--- config.mk ---
export PLATFORM = sky130hd
export DESIGN_NAME = ula_32_flat
export DESIGN_NICKNAME = d
export VERILOG_FILES = /design/src/rtl/ula_32_if.sv /design/src/rtl/ula_32.sv /design/src/flat_wrapper.sv
export SDC_FILE = /design/constraint.sdc
export NUM_CORES = 1
export LEC_CHECK = 0
export BUFFER_PORTS_ARGS = -buffer_cell sky130_fd_sc_hd__buf_2
export CAP_MARGIN = 20
export CELL_PAD_IN_SITES_DETAIL_PLACEMENT = 1
export CELL_PAD_IN_SITES_GLOBAL_PLACEMENT = 2
export CORE_AREA = 2 2 174 176
export DETAILED_ROUTE_END_ITERATION = 8
export DIE_AREA = 0 0 176 178
export PLACE_DENSITY = 0.76
export SETUP_SLACK_MARGIN = 0.2
export SLEW_MARGIN = 25
export SYNTH_ARGS = -nofsm -noshare
export SYNTH_HDL_FRONTEND = slang
export SYNTH_SLANG_ARGS = --single-unit
--- constraint.sdc ---
create_clock -name clk -period 5.6 [get_ports clk]
set_clock_uncertainty 0.15 [all_clocks]
set_input_delay 0.28 -clock clk [delete_from_list [all_inputs] [get_ports clk]]
set_output_delay 0.28 -clock clk [all_outputs]
set_load 0.03 [all_outputs]
--- src/rtl/ula_32_if.sv ---
// ula_32_if: operand/result bundle between the MIPS execute stage and ula_32.
// Overflow exists only when ULA32_OVF_EN is defined.
interface ula_32_if;
    logic [3:0]  ULAControl;
    logic [31:0] scrA;
    logic [31:0] scrB;
    logic [31:0] ULAResult;
    logic        Zero;
`ifdef ULA32_OVF_EN
    logic        Overflow;
`endif

    // Datapath side: drives the operation, consumes the registered result.
    modport master (
        output ULAControl,
        output scrA,
        output scrB,
        input  ULAResult,
`ifdef ULA32_OVF_EN
        input  Overflow,
`endif
        input  Zero
    );

    // ALU side: consumes the operation, drives the registered result.
    modport slave (
        input  ULAControl,
        input  scrA,
        input  scrB,
        output ULAResult,
`ifdef ULA32_OVF_EN
        output Overflow,
`endif
        output Zero
    );
endinterface

--- src/rtl/ula_32.sv ---
// ula_32: 32-bit MIPS ALU with a one-cycle registered result and zero flag.
// Optional signed-overflow flag for ADD/SUB enabled by defining ULA32_OVF_EN.
module ula_32 (
    input  logic     clk,
    input  logic     rst_n,
    ula_32_if.slave  bus
);

    typedef enum logic [3:0] {
        OP_ADD  = 4'b0000,
        OP_SUB  = 4'b0001,
        OP_SUB2 = 4'b0010,
        OP_AND  = 4'b0011,
        OP_OR   = 4'b0100,
        OP_XOR  = 4'b0101,
        OP_SLE  = 4'b0110,
        OP_SLD  = 4'b0111,
        OP_SAD  = 4'b1000
    } ula_op_e;

    ula_op_e     op;
    logic [31:0] a;
    logic [31:0] b;
    logic [4:0]  shamt;
    logic [31:0] sum;
    logic [31:0] diff;
    logic [31:0] result_d;
    logic [31:0] result_q;
    logic        zero_d;
    logic        zero_q;

    assign op    = ula_op_e'(bus.ULAControl);
    assign a     = bus.scrA;
    assign b     = bus.scrB;
    // Only the low five bits select a shift distance; the rest of B is ignored.
    assign shamt = b[4:0];
    assign sum   = a + b;
    assign diff  = a - b;

    // Select the next result; unused opcodes 1001-1111 yield zero.
    always_comb begin
        // NOTE: default assignment first so no path leaves result_d unassigned (no latch).
        result_d = 32'h0000_0000;
        unique case (op)
            OP_ADD:          result_d = sum;
            OP_SUB, OP_SUB2: result_d = diff;
            OP_AND:          result_d = a & b;
            OP_OR:           result_d = a | b;
            OP_XOR:          result_d = a ^ b;
            OP_SLE:          result_d = a << shamt;
            OP_SLD:          result_d = a >> shamt;
            OP_SAD:          result_d = $unsigned($signed(a) >>> shamt);
            default:         result_d = 32'h0000_0000;
        endcase
    end

    // Zero is derived from the value being registered, not from the old register.
    assign zero_d = (result_d == 32'h0000_0000);

    // Output register for result and zero flag; synchronous active-low reset.
    always_ff @(posedge clk) begin
        // NOTE: non-blocking assignments for all registered state.
        if (!rst_n) begin
            result_q <= 32'h0000_0000;
            zero_q   <= 1'b1;
        end else begin
            result_q <= result_d;
            zero_q   <= zero_d;
        end
    end

    assign bus.ULAResult = result_q;
    assign bus.Zero      = zero_q;

`ifdef ULA32_OVF_EN
    logic ovf_d;
    logic ovf_q;

    // Signed overflow: ADD when operand signs agree and the result sign differs;
    // SUB when operand signs differ and the result sign differs from A.
    always_comb begin
        ovf_d = 1'b0;
        unique case (op)
            OP_ADD:          ovf_d = (a[31] == b[31]) && (sum[31] != a[31]);
            OP_SUB, OP_SUB2: ovf_d = (a[31] != b[31]) && (diff[31] != a[31]);
            default:         ovf_d = 1'b0;
        endcase
    end

    // Overflow is registered alongside the result.
    always_ff @(posedge clk) begin
        if (!rst_n) begin
            ovf_q <= 1'b0;
        end else begin
            ovf_q <= ovf_d;
        end
    end

    assign bus.Overflow = ovf_q;
`endif

endmodule

--- src/flat_wrapper.sv ---
// flat-port wrapper written by rule: the top's interface ports become plain ports
module ula_32_flat 
  (clk, rst_n, bus_ULAControl, bus_scrA, bus_scrB, bus_ULAResult, bus_Zero);
  ula_32_if bus_i ();
  input  logic clk;
  input  logic rst_n;
  input wire logic [$bits(bus_i.ULAControl)-1:0] bus_ULAControl;
  input wire logic [$bits(bus_i.scrA)-1:0] bus_scrA;
  input wire logic [$bits(bus_i.scrB)-1:0] bus_scrB;
  output wire logic [$bits(bus_i.ULAResult)-1:0] bus_ULAResult;
  output wire logic [$bits(bus_i.Zero)-1:0] bus_Zero;
  assign bus_i.ULAControl = bus_ULAControl;
  assign bus_i.scrA = bus_scrA;
  assign bus_i.scrB = bus_scrB;
  assign bus_ULAResult = bus_i.ULAResult;
  assign bus_Zero = bus_i.Zero;
  ula_32 u_core (.clk(clk), .rst_n(rst_n), .bus(bus_i));
endmodule
==> impl_metrics.toml, run 1 <==
[logic_synthesis]
synth_edf_count = 0
postSynthNetCount = 1401
seq_area_frac_synth = 0.0709
ys.flop_type = "dfxtp_1"
yosys_warnings = 0
synthDistinctLibCells = 83
postSynthAreaPerCell_um2 = 7.56
async_reset_ff_frac = 0
synth_area_um2 = 9320
ys_seq_elements = 33
syn_inst = 1233

[pwr]
ir_drop_mv = 0.119
fin_total_pwr_w = 0.00173
p_leak_nw = 4.52
p_per_area_nw_per_um2 = 163

[grt]
track_usage = 0.308
antenna_found_initial = 0
grt_max_degree = 73
grt_pass1_wl_mm = 72.0
overflow = 0
grt_pass1_vias = 10700

[setup_path]
critPathKind = "input pin to flop"
cp_data_required_time_ns = 5.63
worstSetupEndpointType = "flop"
cp_max_fo = 6
worst_setup_path_start_kind = "input pin"
worstPathArrival_ns = 5.12

[die]
fp.dieW_um = 176
die_area_um2 = 31300
boundaryPins = 103
initial_core_util = 0.317
fp-row-count = 63
coreArea_um2 = 29400
fp.dieH_um = 178

[finish]
diodes = 0
final_util = 0.360
syn2layout_area_growth_pct = 13.5
design_area_um2 = 10600
drive_gt1_frac = 0.198
fin_nets = 1478
fillers = 3642

[timing]
post-route-period-util = 0.909
max_clock_freq_ghz = 0.197
drv_slew = 0
hold_viol_final = 0
rsz0062_at_grt = "false"
period_needed_ns = 5.09
setup_viol = 0
tightest_slew_ns = 1.02
tns_ns = 0
slew_headroom = 0.312

[clock_tree]
clock-sinks = 33
cts_buffer_depth = 2
numCtsBuffers = 5
cts_max_level = 2
cts_hold_buffers = 0
clk_transition_reported_paths_ns = 0.05
cts_tree = "done"
ctsRootBufferMaster = "clkbuf_16"

[status]
outcome = "finished, final reports clean"

[placement]
globalplace.congestion = 0.974
io_buffers = 102
place_area_um2 = 10400
dp.final_hpwl_mm = 38.3

[routing]
ant_nets = 0
viasPerCell = 6.38
wl_mm = 48.8
drt_pass1_iterations = 7
drt_iter0_markers = 1192
via_count = 10800
post_drt_wl_per_cell_um = 28.7
drc = 0

[hold_path]
hold_class = "input pin to flop"

[flow_run]
drv_cap = 0
## cell families after synthesis
group / share of synthesized area
AND/OR/NAND/NOR: 0.218
AO/OA/AOI/OAI: 0.264
adder cells (fa/ha/maj): 0.132
multiplexers: 0.197
buffers and inverters: 0.0733
flip-flops: 0.0709
XOR/XNOR: 0.0442
## synthesized netlist by cell type (6+ instances only)
cell       count  area share
a2111oi_0      6      0.0056
a211o_1        9      0.0085
a211oi_1      18       0.015
a21o_1        12      0.0097
a21oi_1       81       0.044
a221oi_1      15       0.014
a22oi_1       14       0.011
a31oi_1       21       0.014
and2_1        18       0.012
buf_1         17      0.0068
buf_2         14      0.0075
clkbuf_1      52       0.021
dfxtp_1       33       0.071
ha_1          97        0.13
inv_1         74       0.030
mux2_2        18       0.022
mux2i_1       40       0.043
mux4_2        53        0.13
nand2_1      118       0.048
nand2b_1      16       0.011
nand3_1       20       0.011
nand4_1       16       0.011
nor2_1       118       0.048
nor2b_1       23       0.015
nor3_1        28       0.015
nor3b_1        6      0.0048
nor4_1        18       0.012
o2111ai_1      7      0.0066
o211ai_1      13       0.010
o21a_1        12      0.0097
o21ai_0       63       0.034
o221ai_1       8      0.0075
o22ai_1        9      0.0060
o31ai_1       10      0.0081
or3_1          7      0.0047
xnor2_1       34       0.032
xor2_1        13       0.012
## report_power, final
part,switching (W),internal (W),total (W)
Sequential,0.00000432,0.000257,0.000262
Combinational,0.000780,0.000419,0.00120
Clock,0.0000912,0.000174,0.000265
Total,0.000875,0.000850,0.00173
## final timing paths
kind                    endpoint         start  depth (start not counted)  slack [ns]
min   u_core.bus.Zero$_SDFF_PN1_         rst_n                          2        0.26
max   u_core.bus.Zero$_SDFF_PN1_  bus_scrB[14]                         17        0.51
## sequential cells by signal, indices dropped and copies added, names as in the netlist
name,count
u_core.bus.ULAResult,32
u_core.bus.Zero,1
## critical path, cell delays in order
cell     delay [ns]
buf_2          0.14
or4_1          0.62
nor4_1         0.21
buf_4          0.17
nand2_1        0.06
o21ai_0        0.22
xnor2_1        0.15
ha_1           0.31
a21oi_1        0.27
o21a_1         0.26
nand2_1        0.09
o31ai_2        0.36
xor2_1         0.34
o21ai_0        0.22
or4_1          0.57
or4_1          0.48
o41ai_2        0.35
## layout make-up
type / instances / area [um^2] / area share
inverter: 75 / 282 / 0.0266
multi-input combinational: 1036 / 8050 / 0.761
sequential: 33 / 661 / 0.0625
tap: 390 / 488 / 0.0461
timing repair buffer: 159 / 953 / 0.0901
clock inverter: 1 / 7.51 / 0.000710
clock buffer: 6 / 139 / 0.0131
## layer usage
metal	track usage	part of all wire	vias to the layer above
li1	-	-	4817
met1	0.429	0.44	5378
met2	0.481	0.44	562
met3	0.0550	0.089	92
met4	0.0978	0.033	0
met5	0	0	-
## per-stage QoR
stage / hold slack [ns] / std cells / setup slack [ns]
floorplan: 0.258 / 1233 / 0.209
global placement: 0.538 / 1693 / 0.0701
detailed placement: 0.548 / 1693 / 0.130
CTS: 0.266 / 1700 / 0.384
global route: 0.297 / 1700 / 0.278
finish: 0.263 / 1700 / 0.511
## what timing repair did
action | in CTS | in global routing
setup buffers | 0 | 0
gates resized for setup | 0 | 3
endpoints found under the setup margin | 0 | 1
## placed cells by master (no fill, tap or decap), types with 7 or more instances in the layout
| cell type | netlist | routed |
|---|---|---|
| o21ai_0 | 63 | 63 |
| nand4_1 | 16 | 16 |
| a21oi_1 | 81 | 81 |
| a211o_1 | 9 | 9 |
| xor2_1 | 13 | 13 |
| nand2b_1 | 16 | 16 |
| o31ai_1 | 10 | 9 |
| nor4_1 | 18 | 17 |
| or3_1 | 7 | 7 |
| nor3_1 | 28 | 28 |
| a31oi_1 | 21 | 21 |
| mux2_2 | 18 | 18 |
| nor2b_1 | 23 | 23 |
| xnor2_1 | 34 | 33 |
| mux2i_1 | 40 | 40 |
| o21a_1 | 12 | 12 |
| a22oi_1 | 14 | 14 |
| nand2_1 | 118 | 118 |
| buf_2 | 14 | 101 |
| nor2_1 | 118 | 117 |
| buf_4 | 1 | 57 |
| o2111ai_1 | 7 | 7 |
| o221ai_1 | 8 | 8 |
| a21o_1 | 12 | 12 |
| inv_1 | 74 | 73 |
| dfxtp_1 | 33 | 33 |
| a211oi_1 | 18 | 17 |
| ha_1 | 97 | 97 |
| nand3_1 | 20 | 20 |
| o22ai_1 | 9 | 9 |
| mux4_2 | 53 | 53 |
| o211ai_1 | 13 | 13 |
| and2_1 | 18 | 18 |
| a221oi_1 | 15 | 15 |
No activity file was read; power rests on OpenSTA's default activity.
==> run 2, diff against run 1 <==
- ABC_AREA: default -> 1
- CORE_AREA: 2 2 174 176 -> 2 2 191 193
- DIE_AREA: 0 0 176 178 -> 0 0 193 195
- PLACE_DENSITY: 0.76 -> 0.78
==> run 2 against run 1 <==
- sequential share of layout area down 0.17 points
- synthesized area up 6.0%
- utilization down 5.3 points
- largest cell class unchanged
- largest power group unchanged
==> impl_metrics.toml, run 2 <==
[timing]
layout_setup_ws_ns = 0.962
post-route-period-util = 0.828
tightest_slew_ns = 0.907
max_clock_freq_ghz = 0.216
slew_headroom = 0.392
period_needed_ns = 4.64
tns_ns = 0
drv_slew = 0
setup_viol = 0
hold_viol_final = 0
rsz0062_at_grt = "false"

[finish]
layout_common_cells = "nand2_1, nand3_1, inv_1"
fin_nets = 2140
final_common_cell = "nand2_1"
drive_gt1_frac = 0.0821
final_cells = 2434
largest_reg_flops = 32
diodes = 0
syn2layout_area_growth_pct = 9.97
fillers = 5028
design_area_um2 = 10900

[routing]
ant_nets = 0
via_count = 12900
viasPerCell = 5.28
drc = 0
drt_pass1_iterations = 5
drt_iter0_markers = 857
wl_mm = 51.4
post_drt_wl_per_cell_um = 21.1

[flow_run]
drv_cap = 0

[clock_tree]
cts_tree = "done"
cts_resized = 0
cts_hold_buffers = 0
cts_buffer_depth = 2
cts_max_level = 2
clock-sinks = 33
numCtsBuffers = 5
cts_setup_buffers = 0
ctsRootBufferMaster = "clkbuf_16"
clk_transition_reported_paths_ns = 0.06

[placement]
dp.final_hpwl_mm = 43.2
io_buffers = 102
preCtsSetupSlack_ns = 0.678
globalplace.congestion = 0.982
dp.cells = 2426
place_area_um2 = 10700

[setup_path]
worstSetupEndpointType = "flop"
critPathMaxStageDelay_ns = 0.49
critPathKind = "input pin to flop"
cp_slowest_cell = "inv_2"
worst_setup_path_start_kind = "input pin"
cp_cell_sequence = "buf_2 > nor2_1 > nand2_1 > inv_2 > nand2_2 > inv_1 > nor2_1 > a21oi_1 > xor2_1 > ha_1 > nand2_1 > nor2_1 > nand2_1 > nor2_1 > nand2_1 > nand3_1 > nand2_1 > nand3_1 > nand3_1 > nor2_1 > nand2_1 > nor2_1 > nand2_1 > o21bai_2"
cp_data_required_time_ns = 5.68
worstSetupStartpoint = "bus_ULAControl[2]"
cp_max_fo = 28
worstPathArrival_ns = 4.72
critPathMostFrequentCell = "nand2_1"

[logic_synthesis]
synth.most_common_cell = "nand2_1"
postSynthNetCount = 2091
synthTopCellsByCount = "nand2_1, nand3_1, inv_1"
syn_inst = 1923
synth_top_area_cell = "nand2_1"
seq_area_frac_synth = 0.0669
synth_area_leaders = "nand2_1, nand3_1, ha_1"
yosys_warnings = 0
synth_edf_count = 0
synth_area_um2 = 9880
netlist.area_leader.share = 0.258
ys.flop_type = "dfxtp_1"
postSynthAreaPerCell_um2 = 5.14
ys_seq_elements = 33
async_reset_ff_frac = 0
synthDistinctLibCells = 43

[die]
initial_core_util = 0.279
fp.dieH_um = 195
die_area_um2 = 37600
boundaryPins = 103
fp.dieW_um = 193
coreArea_um2 = 35400
fp-row-count = 69

[pwr]
fin_total_pwr_w = 0.00170
p_leak_nw = 6.28
ir_drop_mv = 0.125
p_per_area_nw_per_um2 = 156

[grt]
grt_pass1_wl_mm = 77.0
grt_max_degree = 68
track_usage = 0.271
antenna_found_initial = 0
overflow = 0
grt_pass1_vias = 12900

[hold_path]
hold_class = "input pin to flop"
hp-start = "rst_n"

[status]
outcome = "finished, final reports clean"
## run 2: cell types whose count changed after synthesis, sizes merged, moves of 31 or more
cell    previous run  this run
inv               75       252
nand3             20       395
clkbuf            52        18
mux2i             42         0
o21ai             68        37
xnor2             34         0
nor2             118       149
nand2            118       688
mux4              53         0
## run 2: worst max-delay path, delay by kind of cell
kind | cells | cell delay (ns)
compound gates | 2 | 0.32
xor+xnor | 1 | 0.12
fa+ha+maj | 1 | 0.38
buf+inv | 3 | 1.05
simple gates | 17 | 2.53
## run 2: logic make-up after synthesis
| family | Yosys count | share of synthesized area |
|---|---|---|
| XOR/XNOR | 30 | 0.0266 |
| AO/OA/AOI/OAI | 142 | 0.0838 |
| flip-flops | 33 | 0.0669 |
| AND/OR/NAND/NOR | 1290 | 0.561 |
| adder cells (fa/ha/maj) | 98 | 0.125 |
| buffers and inverters | 330 | 0.137 |
## run 2: worst paths after layout
path                                         endpoint  depth (start not counted)
setup / recovery           u_core.bus.Zero$_SDFF_PN1_                         24
hold / removal    u_core.bus.ULAResult[23]$_SDFF_PN0_                          3
## run 2: area by class of cell
class	instances	area, um^2	area share
clock buffer	7	143	0.0131
clock inverter	1	30.0	0.00276
inverter	255	965	0.0888
multi-input combinational	1560	7870	0.724
sequential	33	661	0.0608
tap	461	577	0.0531
timing repair buffer	117	623	0.0574
## run 2: report_power, final
group	leakage (nW)	switching, W	total [W]	internal [W]
Combinational	5.92	0.000786	0.00110	0.000310
Sequential	0.271	0.00000653	0.000262	0.000255
Clock	0.0841	0.000115	0.000337	0.000223
Total	6.28	0.000907	0.00170	0.000788
## run 2: per-stage QoR
stage	hold slack [ns]	util
after floorplan	0.228	-
after global placement	0.477	0.302
after detailed placement	0.475	0.302
after CTS	0.164	0.307
after global routing	0.180	0.307
final	0.174	0.307
## run 2: per-layer routing
| layer | GRT usage | vias up | part of all wire |
|---|---|---|---|
| li1 | - | 6280 | - |
| met1 | 0.356 | 6185 | 0.45 |
| met2 | 0.461 | 314 | 0.47 |
| met3 | 0.0198 | 83 | 0.044 |
| met4 | 0.0976 | 0 | 0.037 |
| met5 | 0 | - | 0 |
==> run 3, diff against run 2 <==
- clock period: 5.6 -> 4.23 ns (I/O delays scaled with it)
==> run 3 against run 2 <==
- final cell count up 1.0%
- critical path type unchanged
- first-iteration DRC count up 5.1%
- combinational power up 35%
- utilization up 0.70 points
- die area unchanged
- largest power group unchanged
==> impl_metrics.toml, run 3 (synthesis gave the netlist of run 2 again) <==
[setup_path]
worstPathArrival_ns = 3.88
cp_max_fo = 5
worstSetupEndpointType = "flop"
cp_data_required_time_ns = 4.33
critPathKind = "input pin to flop"
worst_setup_path_start_kind = "input pin"

[timing]
slew_headroom = 0.318
drv_slew = 0
max_clock_freq_ghz = 0.264
period_needed_ns = 3.79
post-route-period-util = 0.895
rsz0062_at_grt = "false"
setup_viol = 0
tightest_slew_ns = 1.02
hold_viol_final = 0

[grt]
overflow = 0
grt_pass1_wl_mm = 77.4
grt_max_degree = 73
antenna_found_initial = 0
grt_pass1_vias = 13100
track_usage = 0.270

[hold_path]
hold_class = "input pin to flop"
min_delay_path_depth = 3
holdPathEnd = "u_core.bus.ULAResult[23]$_SDFF_PN0_"
hp-start = "rst_n"

[routing]
via_count = 13000
viasPerCell = 5.31
drt_pass1_iterations = 5
drc = 0
wl_met2_mm = 23.9
post_drt_wl_per_cell_um = 20.8
met1_length_mm = 23.1
drt_iter0_markers = 901
dr.max_layer_used = "met4"
ant_nets = 0
dr_wl_met3_mm = 2.38
wl_mm = 51.1

[finish]
fillers = 5016
layout_common_cells = "nand2_1, nand3_1, inv_1"
final_common_cell = "nand2_1"
multi_input_area_um2 = 7960
diodes = 0
largest_reg_flops = 32
fin_nets = 2165
seq_area_um2 = 661
drive_gt1_frac = 0.103
final_util = 0.314
syn2layout_area_growth_pct = 12.5
final_cells = 2459

[pwr]
p_leak_nw = 6.40
p_per_area_nw_per_um2 = 200
fin_total_pwr_w = 0.00223
ir_drop_mv = 0.136

[flow_run]
drv_cap = 0

[status]
outcome = "finished, final reports clean"

[clock_tree]
numCtsBuffers = 5
clock-sinks = 33
cts_max_level = 2
ctsRootBufferMaster = "clkbuf_16"
cts_tree = "done"
cts_buffer_depth = 2
clk_transition_reported_paths_ns = 0.08
cts_hold_buffers = 0

[die]
boundaryPins = 103
fp-row-count = 69
fp.dieH_um = 195
die_area_um2 = 37600
fp.dieW_um = 193
initial_core_util = 0.279
coreArea_um2 = 35400

[placement]
dp.cells = 2450
globalplace.congestion = 0.960
dp.final_hpwl_mm = 42.8
io_buffers = 102
==> run 3: changes by cell type in the layout (fill, tap and decap cells not counted), sizes merged <==
cell	previous run	this run
clkinv	3	5
bufinv	1	0
clkinvlp	0	1
buf	117	142
clkbuf	7	5
==> run 3: metal layers <==
layer / vias to the layer above / global-route usage
met5: - / 0
met1: 6308 / 0.366
li1: 6338 / -
met4: 0 / 0.0909
met2: 331 / 0.453
met3: 72 / 0.0171
==> run 3: final cells by class <==
| class | count | area share |
|---|---|---|
| clock buffers | 5 | 0.0113 |
| clock inverters | 3 | 0.00158 |
| repair buffers | 142 | 0.0730 |
| flip-flops and latches | 33 | 0.0595 |
| well taps | 461 | 0.0519 |
| inverters | 255 | 0.0868 |
| multi-input cells | 1560 | 0.716 |
==> run 3: repair_timing <==
item                                    4_1_cts  5_1_grt
endpoints found under the setup margin        0        5
resized for setup                             0       21
hold endpoints to repair                      0        0
setup buffers                                 0        1
==> run 3: worst max-delay path by stage <==
stage | startpoint | end | cells past startpoint
finish | bus_scrB[0] | u_core.bus.Zero$_SDFF_PN1_ | 27
global route | bus_scrB[0] | u_core.bus.Zero$_SDFF_PN1_ | 29
CTS | bus_scrB[0] | u_core.bus.Zero$_SDFF_PN1_ | 29
detailed placement | bus_scrB[0] | u_core.bus.Zero$_SDFF_PN1_ | 29
global placement | bus_scrB[0] | u_core.bus.Zero$_SDFF_PN1_ | 29
floorplan | bus_scrB[1] | u_core.bus.Zero$_SDFF_PN1_ | 30
==> run 3: stage by stage <==
stage	setup WS (ns)	instance area (um^2)	hold slack [ns]	setup TNS, ns
3_3_place_gp	0.0520	10900	0.337	0
6_report	0.445	11100	0.0430	0
2_1_floorplan	0.574	9880	0.159	0
5_1_grt	0.200	11100	0.0697	0
4_1_cts	0.258	11000	0.0328	0
3_5_place_dp	-0.0544	10900	0.338	-0.0544
==> run 3: power breakdown <==
group / leakage (nW) / switching, W / internal [W] / total [W]
logic: 6.06 / 0.00106 / 0.000433 / 0.00149
registers: 0.271 / 0.00000726 / 0.000337 / 0.000345
clock network: 0.0696 / 0.000175 / 0.000217 / 0.000391
==> run 3: worst max-delay path, cell delays in order <==
cell and delay [ns]:
buf_2 0.13, inv_6 0.06, ha_1 0.18, nand4_1 0.15, nor2_1 0.12, nand2_1 0.09
nor3_2 0.17, nand2_2 0.11, nor2_2 0.17, buf_4 0.13, a21oi_1 0.06, xor2_1 0.16
ha_1 0.37, nand2_1 0.12, nor2_1 0.28, nand2_1 0.10, nand2_1 0.16, inv_1 0.07
nand2_1 0.07, nand2_1 0.05, nand3_1 0.15, nand3_1 0.24, nor2_1 0.16, nand2_1 0.07
nor2_1 0.11, nand2_1 0.07, o21bai_2 0.11
